File: config.mk
export PLATFORM = sky130hd
export DESIGN_NAME = uart_tx_scheduler
export DESIGN_NICKNAME = d
export VERILOG_FILES = /design/src/rtl/uart_pkg.sv /design/src/rtl/uart_tx_scheduler_arbiter.sv /design/src/rtl/uart_tx_scheduler.sv
export SDC_FILE = /design/constraint.sdc
export NUM_CORES = 1
export LEC_CHECK = 0
export BUFFER_PORTS_ARGS = -buffer_cell sky130_fd_sc_hd__buf_2
export CAP_MARGIN = 30
export CELL_PAD_IN_SITES_DETAIL_PLACEMENT = 1
export CELL_PAD_IN_SITES_GLOBAL_PLACEMENT = 2
export CORE_ASPECT_RATIO = 0.75
export CORE_MARGIN = 2
export CORE_UTILIZATION = 28
export DETAILED_ROUTE_END_ITERATION = 12
export GPL_ROUTABILITY_DRIVEN = 0
export PLACE_DENSITY = 0.87
export SYNTH_ARGS = -nofsm -noshare
export SYNTH_HDL_FRONTEND = slang
export SYNTH_SLANG_ARGS = --single-unit
export TNS_END_PERCENT = 100
File: constraint.sdc
create_clock -name CLK_I -period 3.02 [get_ports CLK_I]
set_input_delay 0.302 -clock CLK_I [delete_from_list [all_inputs] [get_ports CLK_I]]
set_output_delay 0.302 -clock CLK_I [all_outputs]
set_load 0.005 [all_outputs]
File: src/rtl/uart_pkg.sv
// Shared types and constants for the UART transmit scheduler.
package uart_pkg;

  // Escape marker placed in front of command bytes and in-band escape data.
  localparam logic [7:0] ESC_BYTE_DEFAULT = 8'h1B;

  // Scheduler FSM states.
  typedef enum logic [1:0] {
    IDLE = 2'd0,
    SEND = 2'd1,
    ESC  = 2'd2
  } tx_sched_state_t;

  // Index of the requester after idx, wrapping at num_req.
  function automatic int unsigned rr_next(input int unsigned idx, input int unsigned num_req);
    return (idx + 1 >= num_req) ? 0 : idx + 1;
  endfunction

endpackage

File: src/rtl/uart_tx_scheduler_arbiter.sv
// Combinational round-robin picker: first requester at or after ptr_i,
// wrapping around, wins. Returns both a one-hot grant and its index.
module rr_arbiter
  import uart_pkg::*;
#(
  parameter int NUM_REQ = 2,
  parameter int IDX_W   = $clog2(NUM_REQ)
) (
  input  logic [NUM_REQ-1:0] req_i,
  input  logic [IDX_W-1:0]   ptr_i,
  output logic [NUM_REQ-1:0] grant_o,
  output logic [IDX_W-1:0]   idx_o,
  output logic               any_o
);

  logic [2*NUM_REQ-1:0] req_dbl;
  logic [NUM_REQ-1:0]   req_rot;

  // Rotate so that bit 0 corresponds to the current priority pointer.
  assign req_dbl = {req_i, req_i} >> ptr_i;
  assign req_rot = req_dbl[NUM_REQ-1:0];

  // Find the first set bit of the rotated request, then map back to an index.
  always_comb begin
    logic [IDX_W:0] sum;
    any_o   = 1'b0;
    idx_o   = '0;
    grant_o = '0;
    sum     = '0;
    for (int k = 0; k < NUM_REQ; k++) begin
      if (!any_o && req_rot[k]) begin
        any_o = 1'b1;
        sum   = {1'b0, ptr_i} + (IDX_W+1)'(k);
        if (sum >= (IDX_W+1)'(NUM_REQ)) begin
          sum = sum - (IDX_W+1)'(NUM_REQ);
        end
        idx_o = sum[IDX_W-1:0];
      end
    end
    if (any_o) begin
      grant_o = NUM_REQ'(1) << idx_o;
    end
  end

endmodule

File: src/rtl/uart_tx_scheduler.sv
// Shares one UART transmit byte channel among NUM_REQ requesters.
// Whole frames are granted round-robin; command bytes and data bytes equal
// to ESC_BYTE are preceded by ESC_BYTE; writes are spaced at least one idle
// cycle apart so a late TX_READY_I drop from the transmitter is never missed.
//
//   state | meaning
//   IDLE  | no owner; arbitrate among valid requesters (no byte moves)
//   SEND  | owner granted; next write is escape marker or plain payload byte
//   ESC   | escape marker sent; next write is the held payload byte
module uart_tx_scheduler
  import uart_pkg::*;
#(
  parameter int         NUM_REQ   = 2,
  parameter int         MAX_FRAME = 16,
  parameter logic [7:0] ESC_BYTE  = ESC_BYTE_DEFAULT
) (
  input  logic                   CLK_I,
  input  logic                   RST_I,
  input  logic [NUM_REQ-1:0]     REQ_VALID_I,
  input  logic [NUM_REQ-1:0]     REQ_CMD_I,
  input  logic [NUM_REQ*8-1:0]   REQ_DATA_I,
  input  logic [NUM_REQ-1:0]     REQ_LAST_I,
  output logic [NUM_REQ-1:0]     REQ_READY_O,
  input  logic                   TX_READY_I,
  output logic                   TX_WRITE_O,
  output logic [7:0]             TX_DATA_O,
  output logic [NUM_REQ-1:0]     GRANT_O,
  output logic                   FRAME_ERR_O
);

  localparam int IDX_W = $clog2(NUM_REQ);
  localparam int CNT_W = $clog2(MAX_FRAME + 1);

  tx_sched_state_t      state_q, state_d;
  logic [NUM_REQ-1:0]   grant_q, grant_d;
  logic [IDX_W-1:0]     gidx_q, gidx_d;
  logic [IDX_W-1:0]     rr_ptr_q, rr_ptr_d;
  logic [CNT_W-1:0]     byte_cnt_q, byte_cnt_d;
  logic                 holdoff_q, holdoff_d;
  logic                 frame_err_q, frame_err_d;

  logic [NUM_REQ-1:0]   arb_grant;
  logic [IDX_W-1:0]     arb_idx;
  logic                 arb_any;

  logic [7:0]           req_data [NUM_REQ];
  logic                 cur_valid, cur_cmd, cur_last;
  logic [7:0]           cur_data;
  logic                 write_ok, needs_esc, consume;
  logic [CNT_W-1:0]     cnt_inc;
  logic                 cnt_full;
  logic [IDX_W-1:0]     next_ptr;

  rr_arbiter #(
    .NUM_REQ (NUM_REQ),
    .IDX_W   (IDX_W)
  ) u_arb (
    .req_i   (REQ_VALID_I),
    .ptr_i   (rr_ptr_q),
    .grant_o (arb_grant),
    .idx_o   (arb_idx),
    .any_o   (arb_any)
  );

  for (genvar i = 0; i < NUM_REQ; i++) begin : g_split
    assign req_data[i] = REQ_DATA_I[8*i +: 8];
  end

  // Current owner's offer, escape decision and frame-length bookkeeping.
  always_comb begin
    cur_valid = REQ_VALID_I[gidx_q];
    cur_cmd   = REQ_CMD_I[gidx_q];
    cur_last  = REQ_LAST_I[gidx_q];
    cur_data  = req_data[gidx_q];
    write_ok  = TX_READY_I && !holdoff_q && cur_valid;
    needs_esc = cur_cmd || (cur_data == ESC_BYTE);
    cnt_inc   = byte_cnt_q + CNT_W'(1);
    cnt_full  = (cnt_inc == CNT_W'(MAX_FRAME));
    next_ptr  = IDX_W'(rr_next(32'(gidx_q), NUM_REQ));
  end

  // Next-state and output decode for the scheduler FSM.
  always_comb begin
    state_d     = state_q;
    grant_d     = grant_q;
    gidx_d      = gidx_q;
    rr_ptr_d    = rr_ptr_q;
    byte_cnt_d  = byte_cnt_q;
    frame_err_d = 1'b0;
    consume     = 1'b0;
    TX_WRITE_O  = 1'b0;
    TX_DATA_O   = '0;
    REQ_READY_O = '0;

    case (state_q)
      IDLE: begin
        if (arb_any) begin
          grant_d    = arb_grant;
          gidx_d     = arb_idx;
          byte_cnt_d = '0;
          state_d    = SEND;
        end
      end
      SEND: begin
        if (write_ok) begin
          TX_WRITE_O = 1'b1;
          if (needs_esc) begin
            TX_DATA_O = ESC_BYTE;
            state_d   = ESC;
          end else begin
            TX_DATA_O = cur_data;
            consume   = 1'b1;
          end
        end
      end
      ESC: begin
        // Payload must be held stable by the requester; a dropped valid just stalls here.
        if (write_ok) begin
          TX_WRITE_O = 1'b1;
          TX_DATA_O  = cur_data;
          consume    = 1'b1;
          state_d    = SEND;
        end
      end
      default: begin
        state_d = IDLE;
        grant_d = '0;
      end
    endcase

    if (consume) begin
      REQ_READY_O = grant_q;
      byte_cnt_d  = cnt_inc;
      if (cur_last || cnt_full) begin
        // A LAST on the final allowed byte is a clean end, not a truncation.
        grant_d     = '0;
        rr_ptr_d    = next_ptr;
        state_d     = IDLE;
        frame_err_d = !cur_last;
      end
    end

    holdoff_d = TX_WRITE_O;
  end

  assign GRANT_O     = grant_q;
  assign FRAME_ERR_O = frame_err_q;

  // State registers with synchronous reset; reset drops any frame in flight.
  always_ff @(posedge CLK_I) begin
    if (RST_I) begin
      state_q     <= IDLE;
      grant_q     <= '0;
      gidx_q      <= '0;
      rr_ptr_q    <= '0;
      byte_cnt_q  <= '0;
      holdoff_q   <= 1'b0;
      frame_err_q <= 1'b0;
    end else begin
      state_q     <= state_d;
      grant_q     <= grant_d;
      gidx_q      <= gidx_d;
      rr_ptr_q    <= rr_ptr_d;
      byte_cnt_q  <= byte_cnt_d;
      holdoff_q   <= holdoff_d;
      frame_err_q <= frame_err_d;
    end
  end

endmodule

* Word level (Yosys, flattened, before mapping)
Cells that the tools add are included.
Operators by class: $add $sub $neg 5, $lt $le $gt $ge 5, equal/unequal tests 4, shift operators 2, multiplexer cells 40, bitwise operators 3, reduce and logical (&&, ||, !) cells 16
Operators with widths (number):
- 2-to-1 mux 8 bit | 6
- 2-to-1 mux 2 bit | 10
- 2-to-1 mux 1 bit | 17
- case mux 8 bit (2 select lines) | 1
- 2-to-1 mux 5 bit | 3
- equality test 8 x 5 -> 1 bit (second input constant) | 1
- greater-or-equal comparator 2 bit (second input constant) | 3
- case mux 2 bit (3 select lines) | 1
- AND reduction 2 bit | 3
- adder 5 x 1 -> 5 bit (second input constant) | 1
- equality test 5 bit (second input constant) | 1
- adder 1 x 1 -> 2 bit (second input constant) | 2
- case mux 2 bit (2 select lines) | 1
- nonzero test 2 bit | 2
- >> shifter 4 x 1 -> 2 bit | 1
- logical AND 1 bit | 3
- zero test 1 bit | 3
- OR reduction 3 bit | 1
- equality test 2 x 1 -> 1 bit (second input constant) | 1
- equality test 2 bit (second input constant) | 1
- greater-or-equal comparator 1 x 2 -> 1 bit (second input constant) | 1
- zero test 2 bit | 1
- logical OR 1 bit | 2
- < comparator 1 x 2 -> 1 bit (second input constant) | 1
- 6 further kinds | 8
Storage, ports and cells: register bits after elaboration 13, output and inout port bits 14, logic and storage cells 82

* Depth between registers and ports, before layout
depth in word-level cells 11, gate-level depth with buffers 8, depth with buffers taken out 7

* Modules after synthesis
A second synthesis with hierarchy kept.
Second synthesis, totals: cell total of the unflattened synthesis 127, area total of the unflattened synthesis 1083.5 µm²
Modules (own cells, without submodules):
- uart_tx_scheduler | times used 1, cells an instance 122, area an instance 1051.0 µm²
- rr_arbiter | times used 1, cells an instance 5, area an instance 32.5 µm²

* Least setup slack after synthesis
No wires, ideal clock.
path type register to output, start register gidx_q, end output TX_DATA_O[2], arrival 1.536 ns, required time 2.718 ns, setup slack 1.182 ns, stages on the path, launching flop included 7, buffers on the path 3, cells stage by stage dfxtp_1 > buf_4 > buf_2 > mux2i_1 > a41oi_4 > buf_4 > nor2_1
Between the ends: cells in the longest elaborated chain, start to end 9, elaborated cells on any way between the ends 15
Ends and longest elaborated chain:
- start: declaration | line uart_tx_scheduler.sv:36 | logic [IDX_W-1:0] gidx_q, gidx_d;
- start signal: assignment | line uart_tx_scheduler.sv:162 | gidx_q <= gidx_d;
- NOT 1 -> 2 bit (implied by the code) | line uart_tx_scheduler.sv:74 | cur_data = req_data[gidx_q];
- 2-to-1 mux 8 bit (implied by the code) (3 in series) | line uart_tx_scheduler.sv:74
- equality test 8 x 5 -> 1 bit | line uart_tx_scheduler.sv:76 | needs_esc = cur_cmd || (cur_data == ESC_BYTE);
- logical OR 1 bit | line uart_tx_scheduler.sv:76
- 2-to-1 mux 8 bit | line uart_tx_scheduler.sv:107 | if (needs_esc) begin
- 2-to-1 mux 8 bit | line uart_tx_scheduler.sv:105 | if (write_ok) begin
- case mux 8 bit (2 select lines) (*) | line uart_tx_scheduler.sv:95 | case (state_q)
- end: declaration | line uart_tx_scheduler.sv:26 | output logic [7:0] TX_DATA_O,
Every way passes the cells marked *; elsewhere a longest branch is shown, timed or not. The select of a mux whose other input is x is not followed.

* Worst setup path in the final report
start register gidx_q, end output TX_DATA_O[5]
The elaborated chain is that of the path after synthesis.

==> metrics <==
status finished clean; number of synthesized flops with an enable pin 0; total number of yosys warnings 0; first-pass GRT wire length 4930 µm; vias in the first global route ~1100; #FFs+latches synth 13; Critical Path Source Type flip-flop; Final WS setup 376 ps; TritonCTS Buffers 3; Crit path max-delay family compound AO/OA/AOI/OAI gates; fin crit share 87.6%; DR pass1 iterations 4; P&R area growth vs syn 26.4%; Critical Path End TX_DATA_O[5]; Max FO, Critical Path 19; CP max stage cell a41oi_4; post-layout util a little under two fifths; post-detailed-routing wire length around 2900 µm; Remaining DRCs 0; Initial Util ~30%; CTS Hold Bufs 0; total setup buffers inserted after CTS 0; Slew Limit Fails 0; FMAX 0.378 GHz; syn nets 153; pin count of the biggest net entering global routing 20; H-tree Lvls 1; data arrival time at the worst-slack endpoint 2340 ps; GRT overflow 0; routed len/inst 14.2 µm; Root Driver clkbuf_8; WP buf/inv 1; fraction of layout cells with a size suffix above 1 between 20 and 30%; Clock transition at path regs 60 ps; Pwr Density 407 mW/mm²; syn avg cell area between 8 and 9 µm²; initial antenna violation count 0; Synth cell types 38; CTS sink count 13; WL met2 1350 µm; share of the yosys chip area belonging to registers 26.2%; synthesized netlist cell count ~120; Tmin final 2640 ps; most frequent cells in the layout buf_2 (38), nor2_1 (13), dfxtp_1 (12); Setup-failing EPs final 0; Register-to-Register Path Depth 6; IO buf count 38; Multi-input gate area 687 µm²; met1 wire length 1400 µm; WL met3 approximately 84 µm; kind of end point of the critical path output pin; Hold Violations, Final 0; GRT Total Usage between 10% and 20%; final net count 192; unrepaired setup endpoints after global routing no; register area 262 µm²; row count 18; crit-path max cell delay 600 ps; worst slack, placed about 350 ps; setup TNS 0 ps; FF-to-FF Start gidx_q$_SDFFE_PP0P_; Peak VDD IR 0.237 mV; Initial DRC Count 29; Worst Max-Slew Pin Slew 800 ps; DP HPWL 2320 µm; via count 1027; Worst EP required ~2700 ps; clk buf depth 2; vias per cell slightly above 5; Worst Skew 4.55 ps; Clock Latency Late Sink 240 ps; CTS tree done; worst hold path class in2reg; ANT nets after route 0; Cell Area, Synth around 990 µm²; FF-to-FF End state_q[0]$_SDFF_PP0_; r2r setup slk between 600 and 700 ps; fillcell total 420; Worst path depth 6; Rel. slew slack 46.1%; max_cap viols 0; Top Metal Used met4; # diodes 0; CP Cell Sequence nand2_1, nor4b_1, o22ai_1, a41oi_4, nor2_1, buf_2; ys async rst share 0%; die height 55.6 µm; most common cell after layout, fill and taps aside buf_2; Ports 39; die area 0.00405 mm²; Hold Path Cell Cnt 4; Setup Crit Path Kind reg2out; Crit. Startpoint gidx_q$_SDFFE_PP0P_; Main synth FF type dfxtp_1; DIE WIDTH 72.8 µm; Lkg Pwr between 0.0005 and 0.0006 µW; Core Area roughly 0.0033 mm²
==> Yosys cell counts (all sizes together) (2+ instances only) <==
master	n	area [µm²]
dfxtp	13	260
nor3b	2	26.3
nor4b	4	47.6
buf	4	23.8
nor2b	4	25.0
or2	2	12.5
and2	3	21.3
nand2	9	33.8
a21oi	8	40.0
nand2b	4	25.0
inv	6	22.5
o21ai	7	35.0
or3b	2	17.5
ha	5	62.6
nand3	8	40.0
nor2	13	48.8
mux2i	10	100
or3	2	12.5
a21o	2	15.0
a31oi	4	25.0
==> worst reg2reg max path: cells and delay by family, from the launching register on <==
kind | cells | cell delay [ps]
AO/OA/AOI/OAI | 3 | 1080
AND/OR/NAND/NOR | 3 | 690
flip-flops | 1 | 550
==> logic make-up (layout without fill, tap and decap cells) <==
| kind of cell | count (synthesis) | in the layout | share of synthesized area (%) |
|---|---|---|---|
| compound gates | 28 | 28 | 18.9 |
| fa+ha+maj | 5 | 5 | 6.30 |
| buf+inv | 10 | 48 | 4.66 |
| flops | 13 | 13 | 26.2 |
| mux | 10 | 10 | 10.1 |
| simple gates | 57 | 57 | 33.9 |
==> registers in the layout, indices dropped and copies added (netlist names) <==
| register | flops |
|---|---|
| GRANT_O | 2 |
| byte_cnt_q | 5 |
| gidx_q | 1 |
| FRAME_ERR_O | 1 |
| rr_ptr_q | 1 |
| state_q | 2 |
| holdoff_q | 1 |
==> report_power, final <==
part	switching [µW]	internal (µW)	leakage, µW
sequential	16.3	183	0.000106
clock	62.8	93.2	0.0000228
combinational	89.5	66.7	0.000400
==> per-stage QoR <==
stage	cell area, µm²	hold WS [ps]	total power, µW	cells
floorplan	993	450	305	123
global placement	1210	472	355	197
detailed placement	1210	492	360	197
CTS	1250	336	521	201
global route	1260	377	548	201
finish	1260	341	512	201
==> worst min-delay path by stage <==
stage,start,endpoint
after floorplan,REQ_VALID_I[0],GRANT_O[0]$_SDFF_PP0_
after global placement,byte_cnt_q[4]$_SDFFE_PP0P_,byte_cnt_q[4]$_SDFFE_PP0P_
after detailed placement,byte_cnt_q[4]$_SDFFE_PP0P_,byte_cnt_q[4]$_SDFFE_PP0P_
after CTS,REQ_LAST_I[1],FRAME_ERR_O$_SDFF_PP0_
after global routing,REQ_LAST_I[0],FRAME_ERR_O$_SDFF_PP0_
final,REQ_LAST_I[1],FRAME_ERR_O$_SDFF_PP0_
==> final cells by class <==
cell class / instances / share of cell area, %
Sequential cell: 13 / 20.8
Inverter: 6 / 1.79
Timing Repair Buffer: 38 / 15.1
Clock buffer: 4 / 3.59
Tap cell: 40 / 3.98
Multi-Input combinational cell: 100 / 54.7
==> routing by layer <==
| metal | track usage (%) | vias up |
|---|---|---|
| li1 | - | 520 |
| met1 | 19.8 | 487 |
| met3 | 4.53 | 4 |
| met4 | 3.44 | 0 |
| met5 | 0 | - |
| met2 | 25.2 | 16 |
==> what timing repair did <==
action                     4_1_cts  5_1_grt
setup endpoints to repair        0        7
hold endpoints to repair         0        0
gates resized for setup          0        1
Note: power is estimated with default switching activity, not from simulation.
